`src/rtl/calc_pkg.sv`:
```
// Shared calculator types: front-end FSM states, keypad operator codes, entry magnitude limits.
// Used by the operand builder and the keypad scanner.
package calc_pkg;

   typedef enum logic [1:0] {
      ENTER_A     = 2'd0,
      ENTER_B     = 2'd1,
      CALC_REQ    = 2'd2,
      SHOW_RESULT = 2'd3
   } state_t;

   localparam logic [2:0] OP_NONE = 3'b000;
   localparam logic [2:0] OP_NEG  = 3'b001;
   localparam logic [2:0] OP_ADD  = 3'b010;
   localparam logic [2:0] OP_SUB  = 3'b011;
   localparam logic [2:0] OP_MUL  = 3'b100;

   localparam int MAG_W     = 15;
   localparam int MAG_LIMIT = 32767;

   function automatic logic is_arith(input logic [2:0] op);
      return (op == OP_ADD) || (op == OP_SUB) || (op == OP_MUL);
   endfunction

endpackage

```
`src/rtl/dec_accum.sv`:
```
// Decimal entry accumulator: next_mag = mag*10 + digit, ovf when that exceeds the magnitude limit.
// Purely combinational, zero latency, no flow control.
module dec_accum
   import calc_pkg::*;
(
   input  logic [MAG_W-1:0] mag,
   input  logic [3:0]       digit,
   output logic [MAG_W-1:0] next_mag,
   output logic             ovf
);

   logic [MAG_W+3:0] sum;

   always_comb begin
      sum      = {4'd0, mag} * (MAG_W+4)'(10) + {{MAG_W{1'b0}}, digit};
      ovf      = sum > (MAG_W+4)'(MAG_LIMIT);
      next_mag = sum[MAG_W-1:0];
   end

endmodule

```
`src/rtl/operand_builder.sv`:
```
// Calculator front end: turns keypad keys into ALU operands, one key per press, effects one cycle after accept.
// Keys stay pending (no key_read) while an ALU request is outstanding; calc_start holds until calc_ack.
module operand_builder
   import calc_pkg::*;
(
   input  logic               clk,
   input  logic               nRST,
   input  logic               read_input,
   input  logic [3:0]         keypad_input,
   input  logic [2:0]         operator_input,
   input  logic               equal_input,
   output logic               key_read,
   output logic               calc_start,
   input  logic               calc_ack,
   input  logic signed [15:0] calc_result,
   output logic signed [15:0] operand_a,
   output logic signed [15:0] operand_b,
   output logic [2:0]         op_code,
   output logic signed [15:0] display_value,
   output logic               entry_err
);

   state_t             state, state_nxt;
   logic               armed, armed_nxt;
   logic               key_read_nxt;
   logic [MAG_W-1:0]   mag, mag_nxt;
   logic               neg, neg_nxt;
   logic               has_dig, has_dig_nxt;
   logic signed [15:0] opa_nxt, opb_nxt;
   logic [2:0]         op_nxt;
   logic signed [15:0] result, result_nxt;
   logic               err_nxt;

   logic               accept, is_eq, is_op, is_dig;
   logic signed [15:0] entry_val;
   logic [MAG_W-1:0]   acc_mag;
   logic               acc_ovf;

   dec_accum u_dec_accum (
      .mag      (mag),
      .digit    (keypad_input),
      .next_mag (acc_mag),
      .ovf      (acc_ovf)
   );

   assign calc_start = (state == CALC_REQ);

   always_ff @(posedge clk or negedge nRST) begin
      if (!nRST) begin
         state     <= ENTER_A;
         armed     <= 1'b0;
         key_read  <= 1'b0;
         mag       <= '0;
         neg       <= 1'b0;
         has_dig   <= 1'b0;
         operand_a <= '0;
         operand_b <= '0;
         op_code   <= OP_NONE;
         result    <= '0;
         entry_err <= 1'b0;
      end else begin
         state     <= state_nxt;
         armed     <= armed_nxt;
         key_read  <= key_read_nxt;
         mag       <= mag_nxt;
         neg       <= neg_nxt;
         has_dig   <= has_dig_nxt;
         operand_a <= opa_nxt;
         operand_b <= opb_nxt;
         op_code   <= op_nxt;
         result    <= result_nxt;
         entry_err <= err_nxt;
      end
   end

   always_comb begin
      accept    = read_input && armed && (state != CALC_REQ);
      is_eq     = equal_input;
      is_op     = !equal_input && (operator_input != OP_NONE);
      is_dig    = !is_eq && !is_op;
      entry_val = neg ? -$signed({1'b0, mag}) : $signed({1'b0, mag});

      state_nxt    = state;
      key_read_nxt = accept;
      mag_nxt      = mag;
      neg_nxt      = neg;
      has_dig_nxt  = has_dig;
      opa_nxt      = operand_a;
      opb_nxt      = operand_b;
      op_nxt       = op_code;
      result_nxt   = result;
      err_nxt      = entry_err;

      // Re-arm only once the key has been seen released, so a held key is taken once.
      if (!read_input)
         armed_nxt = 1'b1;
      else if (accept)
         armed_nxt = 1'b0;
      else
         armed_nxt = armed;

      if (accept && (is_eq || is_op))
         err_nxt = 1'b0;

      case (state)
         ENTER_A, ENTER_B: begin
            if (accept && is_dig) begin
               if (acc_ovf) begin
                  err_nxt = 1'b1;
               end else begin
                  mag_nxt     = acc_mag;
                  has_dig_nxt = 1'b1;
               end
            end else if (accept && is_op && operator_input == OP_NEG) begin
               neg_nxt = !neg;
            end else if (accept && is_op && is_arith(operator_input)) begin
               if (state == ENTER_A) begin
                  opa_nxt     = entry_val;
                  op_nxt      = operator_input;
                  mag_nxt     = '0;
                  neg_nxt     = 1'b0;
                  has_dig_nxt = 1'b0;
                  state_nxt   = ENTER_B;
               end else if (!has_dig) begin
                  op_nxt = operator_input;
               end
            end else if (accept && is_eq && state == ENTER_B) begin
               opb_nxt     = entry_val;
               mag_nxt     = '0;
               neg_nxt     = 1'b0;
               has_dig_nxt = 1'b0;
               state_nxt   = CALC_REQ;
            end
         end
         CALC_REQ: begin
            if (calc_ack) begin
               result_nxt = calc_result;
               state_nxt  = SHOW_RESULT;
            end
         end
         SHOW_RESULT: begin
            if (accept && is_dig) begin
               opa_nxt     = '0;
               mag_nxt     = {{(MAG_W-4){1'b0}}, keypad_input};
               neg_nxt     = 1'b0;
               has_dig_nxt = 1'b1;
               state_nxt   = ENTER_A;
            end else if (accept && is_op && is_arith(operator_input)) begin
               opa_nxt     = result;
               op_nxt      = operator_input;
               mag_nxt     = '0;
               neg_nxt     = 1'b0;
               has_dig_nxt = 1'b0;
               state_nxt   = ENTER_B;
            end
         end
         default: state_nxt = ENTER_A;
      endcase
   end

   always_comb begin
      case (state)
         CALC_REQ:    display_value = operand_b;
         SHOW_RESULT: display_value = result;
         default:     display_value = entry_val;
      endcase
   end

endmodule

```
`config.mk`:
```
export PLATFORM = sky130hd
export DESIGN_NAME = operand_builder
export DESIGN_NICKNAME = d
export VERILOG_FILES = /design/src/rtl/calc_pkg.sv /design/src/rtl/dec_accum.sv /design/src/rtl/operand_builder.sv
export SDC_FILE = /design/constraint.sdc
export NUM_CORES = 1
export LEC_CHECK = 0
export CAP_MARGIN = 40
export CELL_PAD_IN_SITES_DETAIL_PLACEMENT = 1
export CELL_PAD_IN_SITES_GLOBAL_PLACEMENT = 2
export CORE_MARGIN = 2
export CORE_UTILIZATION = 35
export CTS_BUF_LIST = sky130_fd_sc_hd__clkbuf_4 sky130_fd_sc_hd__clkbuf_8 sky130_fd_sc_hd__clkbuf_16
export DETAILED_ROUTE_END_ITERATION = 8
export DONT_BUFFER_PORTS = 1
export HOLD_SLACK_MARGIN = 0.02
export PLACE_DENSITY = 0.78
export SYNTH_ARGS = -nofsm -noshare
export SYNTH_HDL_FRONTEND = slang
export SYNTH_SLANG_ARGS = --single-unit
export TNS_END_PERCENT = 5
```
`constraint.sdc`:
```
create_clock -name clk -period 3.45 [get_ports clk]
set_input_delay 0.5175 -clock clk [delete_from_list [all_inputs] [get_ports clk]]
set_output_delay 0.5175 -clock clk [all_outputs]
set_load 0.02 [all_outputs]
```
# After elaboration in Yosys (flattened, before gate mapping)
# Index checks and enable logic that the tools add are counted.
[op_classes] addsub=2 multipliers=1 n_lt_le_gt_ge=1 n_eq_ne=26 mux=54 bitwise_logic=3 n_reduce_logical=28
[ops] operator="15-bit two-way mux" n=8
[ops] operator="16-bit two-way mux" n=7
[ops] operator="16-bit one-hot mux with 2 select lines" n=2
[ops] operator="15-bit one-hot mux with 2 select lines" n=1
[ops] operator="3-bit two-way mux" n=7
[ops] operator="19-bit by 4-bit adder with 19-bit output" n=1
[ops] operator="19-bit by 15-bit greater-than comparator with 1-bit output, second input constant" n=1
[ops] operator="15-bit by 3-bit multiplier with 18-bit output, second input constant" n=1
[ops] operator="3-bit != test, second input constant" n=6
[ops] operator="6-bit AND reduction" n=3
[ops] operator="1-bit two-way mux" n=17
[ops] operator="2-bit two-way mux" n=8
[ops] operator="4-bit != test, second input constant" n=4
[ops] operator="15-bit negator with 16-bit output" n=1
[ops] operator="2-bit != test, second input constant" n=7
[ops] operator="1-bit logical AND" n=11
[ops] operator="5-bit AND reduction" n=2
[ops] operator="7-bit AND reduction" n=1
[ops] operator="3-bit by 2-bit equality test with 1-bit output, second input constant" n=2
[ops] operator="2-bit one-hot mux with 3 select lines" n=1
[ops] operator="3-bit one-hot mux with 2 select lines" n=1
[ops] operator="2-bit equality test, second input constant" n=2
[ops] operator="2-bit by 1-bit != test with 1-bit output, second input constant" n=2
[ops] operator="1-bit one-hot mux with 2 select lines" n=2
[ops] operator="other kinds (11)" n=17
[word_totals] regBits=73 in_bits=28 out_inout_bits=54 word_cells=126

# Depth between registers and ports, before layout
# Gate-level depths: netlist (run 1).
[depth] ltp_word=9 mapped_depth=12 depth_no_buf=11

# Hierarchy
# Synthesis (run 1) repeated with hierarchy kept, for this count alone.
[hier_totals] cells_unflattened=525 hier_area_um2=5031.1
[modules_own_cells] mod="operand_builder" n_inst=1 cells_per_inst=391 area_each_um2=3870.0 seq_area_each_um2=1826.8
[modules_own_cells] mod="dec_accum" n_inst=1 cells_per_inst=134 area_each_um2=1161.1 seq_area_each_um2=0.0

# Least setup slack after synthesis (run 1)
# Ideal clock, no wire load.
[synth_path] kind="register to register" start="reg mag[1]" end="reg mag[0]" setup_ns=0.120 arrival_time_ns=3.409 t_required_ns=3.330 setup_slack_ns=-0.079 path_stages_with_launch=13 path_buffers=1 period_less_slack_ns=3.529 cell_sequence="dfrtp_1 ha_1 ha_1 fa_1 a211oi_1 o21ai_0 a2111oi_0 o21ai_0 a21boi_4 nand4b_4 buf_2 a32o_1 a31o_1"
[synth_between] elab_chain_cells=5
[synth_rtl] item="from (decl)" line_no="operand_builder.sv:26" text="logic [MAG_W-1:0] mag, mag_nxt;"
[synth_rtl] item="from (signal assigned)" line_no="operand_builder.sv:65" text="mag <= mag_nxt;"
[synth_rtl] item="15-bit by 3-bit multiplier with 18-bit output" line_no="dec_accum.sv:15" text="sum = {4'd0, mag} * (MAG_W+4)'(10) + {{MAG_W{1'b0}}, digit};"
[synth_rtl] item="19-bit by 4-bit adder with 19-bit output" line_no="dec_accum.sv:15"
[synth_rtl] item="19-bit by 15-bit greater-than comparator with 1-bit output" line_no="dec_accum.sv:16" text="ovf = sum > (MAG_W+4)'(MAG_LIMIT);"
[synth_rtl] item="3-bit != test (no line)"
[synth_rtl] item="6-bit AND reduction (no line)"
# Every way passes these cells.
# A chain may end at the register's enable or synchronous reset.

# Worst setup path after layout (run 1)
[layout_path] start="reg mag[1]" end="reg mag[2]"
[layout_between] elab_chain_cells=5 elab_cells_between_ends=8 classes_between="add/sub: 1; mul: 1; order compare: 1; eq/ne: 1; mux: 3; reduce/logical: 1"
[layout_rtl] item="15-bit by 3-bit multiplier with 18-bit output (*)" line_no="dec_accum.sv:15"
[layout_rtl] item="19-bit by 4-bit adder with 19-bit output (*)" line_no="dec_accum.sv:15"
[layout_rtl] item="19-bit by 15-bit greater-than comparator with 1-bit output or 15-bit two-way mux (tied branches)" line_no="dec_accum.sv:16, operand_builder.sv:108"
[layout_rtl] item="3-bit != test (no line) or 15-bit two-way mux (tied branches)"
[layout_rtl] item="6-bit AND reduction (no line) or 15-bit one-hot mux with 2 select lines (tied branches)"
# Mark *: on every way between the ends. The rest lies on a longest branch, timed or not. The select of a mux whose other input is x is not followed.

==> flow_metrics.env, run 1 <==
export IMPL_status="finished clean"
export IMPL_grt_pass1_vias=4812
export IMPL_fin_util_pct=42.6
export IMPL_die_x_um=126
export IMPL_clkLatencyLatePin_ns=0.34
export IMPL_syn_inst=570
export IMPL_final_common_cell="dfrtp_1"
export IMPL_drc=0
export IMPL_synthTopCellsByArea="dfrtp_1, ha_1, o21ai_0"
export IMPL_ys_async_sr_fraction_pct=100
export IMPL_cp_data_required_time_ns=3.68
export IMPL_cts_tree="built"
export IMPL_cap_violations=0
export IMPL_h_tree_depth=3
export IMPL_coreArea_um2=14500
export IMPL_dieArea_um2=15800
export IMPL_rsz0062_at_grt="yes"
export IMPL_cts_buffers=9
export IMPL_power_mw=3.82
export IMPL_power_density_nw_per_um2=620
export IMPL_timing_hold_ws_ns=0.0674
export IMPL_tns_ns=0
export IMPL_synth_ff_type="dfrtp_1"
export IMPL_leakage_nw=2.78
export IMPL_vdd_drop_max_mv=0.365
export IMPL_relSlewSlack_pct=48.3
export IMPL_finalSetupViolations=0
export IMPL_drt_pass1_iter_count=4
export IMPL_synth_seq_area_share_pct=35.2
export IMPL_n_antenna_cell=0
export IMPL_overflow=0
export IMPL_routed_wl_mm=15.6
export IMPL_fin_crit_ns=3.43
export IMPL_hold_path_class="primary input to asynchronous set/reset pin"
export IMPL_hpwl_mm=11.9
export IMPL_syn_area_um2=5190
export IMPL_finalCritPeriodShare_pct=99.3
export IMPL_end_kind="flop"
export IMPL_vias=4676
export IMPL_syn2layout_area_growth_pct=18.8
export IMPL_layout_setup_ws_ns=0.0243
export IMPL_worst_pin_slew_ns=0.774
export IMPL_hold_viol=0
export IMPL_yosys_area_top_type="dfrtp_1"
export IMPL_gp_congestion=0.824
export IMPL_cp_arrival_ns=3.65
export IMPL_dpl_worst_slack_ns=-0.111
export IMPL_ios=82
export IMPL_viasPerCell=5.81
export IMPL_synth_top_area_share_pct=35.2
export IMPL_finClkSkew_ns=0.00802
export IMPL_drive_gt1_share_pct=22.2
export IMPL_synth_edf_count=0
export IMPL_reg2reg_from="mag[1]"
export IMPL_nNetsFinal=682
export IMPL_die_h_um=126
export IMPL_drtIter0Drc=233
export IMPL_crit_fanout=7
export IMPL_stdcell_area_um2=6160
export IMPL_clock_sinks=73
export IMPL_place_inst=785
export IMPL_critPathLaunchType="flop"
export IMPL_synth_warnings=0
export IMPL_start_util_pct=35.8
export IMPL_antenna_found_initial=0
export IMPL_cts_root_buffer="clkbuf_16"
export IMPL_grtUsageTotal_pct=20.0
export IMPL_placed_cell_area_um2=5770
export IMPL_ant_nets=0
export IMPL_crit_type="flop to flop"
export IMPL_wl_per_cell_um=19.4
export IMPL_synth_distinct_cells=77
export IMPL_grt_first_pass_wirelength_mm=25.8
export IMPL_synth_seq_cells=73
export IMPL_n_fill_cell=1643
export IMPL_portBuffers=0
export IMPL_placementRows=44
export IMPL_grt_max_degree=74
export IMPL_avgSynthCellArea_um2=9.10
export IMPL_fmax_mhz=292
export IMPL_clk_pin_slew_worst_paths_ns=0.06
export IMPL_synthesis_nets=634
export IMPL_layout_common_cells="dfrtp_1, buf_4, nand2_1"
export IMPL_critPathLaunch="mag[1]"
export IMPL_clockBufferDepth=2
export IMPL_slew_violations=0
export IMPL_fin_cells=805
## path summary, 6_finish.rpt
path                           endpoint  slack (ns)  cells after the start
setup reg to reg                 mag[2]        0.02                     12
min in group clk                  armed        0.25                      1
setup / recovery                 mag[2]        0.02                     12
max in group asynchronous  operand_b[8]        3.09                      1
hold / removal                result[4]        0.07                      1
hold reg to reg                   armed        0.51                      2
## synth_stat cells (all sizes together) (4+ instances only)
cell / number
and3b: 4
o21ai: 53
clkbuf: 22
buf: 11
nor2: 48
o21a: 4
dfrtp: 73
mux2: 21
a211oi: 9
a22oi: 15
nor2b: 8
nand2: 62
a32o: 5
nor3: 8
ha: 34
inv: 10
nand4b: 4
xor2: 15
a21oi: 31
a21o: 5
xnor2: 12
or3: 4
a31oi: 17
nand3: 9
a31o: 6
o31ai: 5
o211ai: 15
and3: 6
## worst max-delay path, cell delays in order (launching register included)
cell	delay [ns]
dfrtp_1	0.38
ha_1	0.30
ha_2	0.20
fa_2	0.45
a211o_1	0.33
a2111oi_4	0.37
a211oi_2	0.10
and4_4	0.22
a21boi_4	0.16
a21o_1	0.24
buf_6	0.14
a32o_1	0.22
a31o_2	0.21
## kinds of logic (layout without fill, tap and decap cells)
logic type / after synthesis / count (layout) / synth area share (%)
fa+ha+maj: 36 / 36 / 8.97
simple gates: 176 / 176 / 17.0
compound gates: 191 / 191 / 25.3
buf+inv: 43 / 94 / 3.84
xor+xnor: 27 / 27 / 4.56
mux: 24 / 24 / 5.14
flops: 73 / 73 / 35.2
## state kept, by name, indices dropped and copies added, names as in the netlist
| name | count |
|---|---|
| entry_err | 1 |
| armed | 1 |
| key_read | 1 |
| has_dig | 1 |
| operand_b | 16 |
| operand_a | 16 |
| result | 16 |
| neg | 1 |
| state | 2 |
| op_code | 3 |
| mag | 15 |
## where the power goes
part	switching (mW)	leakage, nW	total (mW)	internal, mW
Sequential	0.341	0.932	1.46	1.11
Clock	0.343	0.127	0.825	0.482
Combinational	0.939	1.72	1.54	0.598
## layout make-up
class | instances | area, um^2 | area share (%)
well taps | 184 | 230 | 3.74
multi-input cells | 454 | 3260 | 52.9
clock buffers | 10 | 233 | 3.78
flip-flops and latches | 73 | 1830 | 29.7
repair buffers | 70 | 549 | 8.92
clock inverters | 4 | 22.5 | 0.366
inverters | 10 | 37.5 | 0.609
## routing by layer
metal / global-route usage [%] / wire [um] / vias to the layer above
met5: 0 / 0 / -
met4: 5.62 / 180 / 0
met3: 4.12 / 864 / 15
met2: 32.3 / 7340 / 118
met1: 27.3 / 7230 / 2337
li1: - / - / 2206
## timing repair
item,CTS,global route
setup buffers,0,5
pin swaps,3,14
resized for setup,4,14
hold endpoints to repair,73,0
hold buffers,1,0
endpoints found under the setup margin,17,19
No activity file was read; power rests on OpenSTA's default activity.
==> inputs of run 2 (changes only) <==
--- a/config.mk
+++ b/config.mk
@@ -5,16 +5,13 @@
 export SDC_FILE = /design/constraint.sdc
 export NUM_CORES = 1
 export LEC_CHECK = 0
-export CAP_MARGIN = 40
-export CELL_PAD_IN_SITES_DETAIL_PLACEMENT = 1
-export CELL_PAD_IN_SITES_GLOBAL_PLACEMENT = 2
 export CORE_MARGIN = 2
 export CORE_UTILIZATION = 35
 export CTS_BUF_LIST = sky130_fd_sc_hd__clkbuf_4 sky130_fd_sc_hd__clkbuf_8 sky130_fd_sc_hd__clkbuf_16
 export DETAILED_ROUTE_END_ITERATION = 8
 export DONT_BUFFER_PORTS = 1
 export HOLD_SLACK_MARGIN = 0.02
-export PLACE_DENSITY = 0.78
+export PLACE_DENSITY = 0.52
 export SYNTH_ARGS = -nofsm -noshare
 export SYNTH_HDL_FRONTEND = slang
 export SYNTH_SLANG_ARGS = --single-unit
==> constraint.sdc (replaced) <==
create_clock -name clk -period 4.2 [get_ports clk]
set_input_delay 0.63 -clock clk [delete_from_list [all_inputs] [get_ports clk]]
set_output_delay 0.63 -clock clk [all_outputs]
set_load 0.02 [all_outputs]
==> flow_metrics.env, run 2 (synthesis gave the netlist of run 1 again) <==
export IMPL_drt_pass1_iter_count=6
export IMPL_cp_arrival_ns=4.10
export IMPL_finClkSkew_ns=0.00573
export IMPL_final_common_cell="dfrtp_1"
export IMPL_p_comb_share_pct=35.9
export IMPL_die_x_um=126
export IMPL_h_tree_depth=3
export IMPL_fin_crit_ns=3.88
export IMPL_use_met3_pct=3.91
export IMPL_power_internal_mw=1.90
export IMPL_nNetsFinal=622
export IMPL_crit_type="flop to flop"
export IMPL_ant_nets=0
export IMPL_wl_per_cell_um=18.6
export IMPL_hold_path_class="primary input to asynchronous set/reset pin"
export IMPL_power_density_nw_per_um2=562
export IMPL_clock_sinks=73
export IMPL_ios=82
export IMPL_clockBufferDepth=2
export IMPL_cap_violations=0
export IMPL_overflow=0
export IMPL_clkLatencyLatePin_ns=0.33
export IMPL_finalSetupViolations=0
export IMPL_drive_gt1_share_pct=11.9
export IMPL_gp_congestion=0.855
export IMPL_fmax_mhz=258
export IMPL_vdd_drop_max_mv=0.212
export IMPL_layout_common_cells="dfrtp_1, nand2_1, o21ai_0"
export IMPL_grt_first_pass_wirelength_mm=22.5
export IMPL_rsz0062_at_grt="no"
export IMPL_cp_data_required_time_ns=4.42
export IMPL_worst_pin_slew_ns=0.817
export IMPL_status="finished clean"
export IMPL_grt_use_met2_pct=27.4
export IMPL_leakage_nw=2.50
export IMPL_cts_buffers=9
export IMPL_grt_use_met1_pct=24.0
export IMPL_portBuffers=0
export IMPL_hpwl_mm=10.3
export IMPL_hold_viol=0
export IMPL_reg_top3="operand_a x16, operand_b x16, result x16"
export IMPL_tns_ns=0
export IMPL_switchingPower_mw=1.30
export IMPL_fin_util_pct=39.4
export IMPL_drtIter0Drc=262
export IMPL_n_antenna_cell=0
export IMPL_drc=0
export IMPL_relSlewSlack_pct=45.4
export IMPL_power_frac_clock_pct=26.6
export IMPL_dpl_worst_slack_ns=0.201
export IMPL_stdcell_area_um2=5710
export IMPL_grtUsageTotal_pct=17.4
export IMPL_coreArea_um2=14500
export IMPL_slew_violations=0
export IMPL_grt_max_degree=74
export IMPL_postCtsSetupRepairBufs=0
export IMPL_routed_wl_mm=13.9
export IMPL_antenna_found_initial=0
export IMPL_grt_busiest_layer="met2"
export IMPL_cts_root_buffer="clkbuf_16"
export IMPL_clk_pin_slew_worst_paths_ns=0.06
export IMPL_swShare_pct=40.6
export IMPL_end_kind="flop"
export IMPL_power_frac_seq_pct=37.5
export IMPL_grt_pass1_vias=4149
export IMPL_layout_setup_ws_ns=0.319
export IMPL_syn2layout_area_growth_pct=10.0
export IMPL_viasPerCell=5.90
export IMPL_dieArea_um2=15800
export IMPL_cts_tree="built"
export IMPL_die_h_um=126
export IMPL_critPathLaunchType="flop"
export IMPL_placementRows=44
export IMPL_start_util_pct=35.8
export IMPL_placed_cell_area_um2=5340
export IMPL_finalCritPeriodShare_pct=92.4
export IMPL_crit_fanout=13
export IMPL_vias=4399
==> run 2: cell types whose count changed in the layout (fill, tap and decap cells not counted), moves of 2 or more <==
| cell | change |
|---|---|
| bufinv_16 | +2 |
| buf_4 | -59 |
| a211oi_1 | +3 |
| clkinv_2 | -3 |
| o21ai_0 | +6 |
| o21ai_1 | -5 |
| ha_2 | -2 |
| clkbuf_8 | +3 |
| ha_1 | +2 |
| a211oi_4 | -2 |
==> run 2: critical path, stage by stage, from the launching register on <==
cell and delay [ns]:
dfrtp_1 0.47, ha_1 0.32, ha_1 0.26, fa_1 0.45, a211oi_1 0.34, o21ai_0 0.18, a211oi_1 0.40, nand4_1 0.31
nor2b_1 0.25, nand4b_4 0.22, nand3_2 0.26, a41o_1 0.29
==> run 2: power groups by stage <==
stage               clock [mW]  combinational, mW  sequential (mW)
detailed placement           0               1.13             1.22
finish                   0.853               1.15             1.20
global placement             0               1.12             1.21
CTS                      0.872               1.15             1.20
global route             0.901               1.26             1.23
floorplan                    0              0.920             1.16
==> run 2: worst paths after layout <==
kind	from	endpoint	slack [ns]	cells past startpoint
hold / removal	nRST	operand_b[1]	0.16	1
setup reg to reg	mag[3]	mag[7]	0.32	11
min in group clk	read_input	armed	0.39	1
setup / recovery	mag[3]	mag[7]	0.32	11
hold reg to reg	result[0]	result[0]	0.52	1
max in group asynchronous	nRST	result[9]	3.69	1
==> run 2: what timing repair did <==
item,4_1_cts,5_1_grt
endpoints found under the hold margin,73,0
hold buffers,1,0
endpoints found under the setup margin,0,11
gates resized for setup,0,2
==> run 2: final cells by class <==
class,count,area (um^2)
clock buffers,13,274
clock inverters,2,60.1
fillers,1469,8770
inverters,10,37.5
multi-input cells,454,3180
flip-flops and latches,73,1830
well taps,184,230
repair buffers,10,95.1
==> run 2: metrics by stage <==
step / std cells / hold slack (ns) / power (mW)
after global placement: 730 / 0.336 / 2.32
after global routing: 746 / 0.203 / 3.39
after detailed placement: 730 / 0.336 / 2.35
final: 746 / 0.161 / 3.20
after floorplan: 570 / 0.334 / 2.08
after CTS: 746 / 0.195 / 3.23
==> run 2: per-layer routing <==
layer | part of all wire, % | vias up
met5 | 0 | -
met4 | 1.2 | 0
met2 | 46 | 141
met1 | 46 | 2141
li1 | - | 2105
met3 | 6.2 | 12
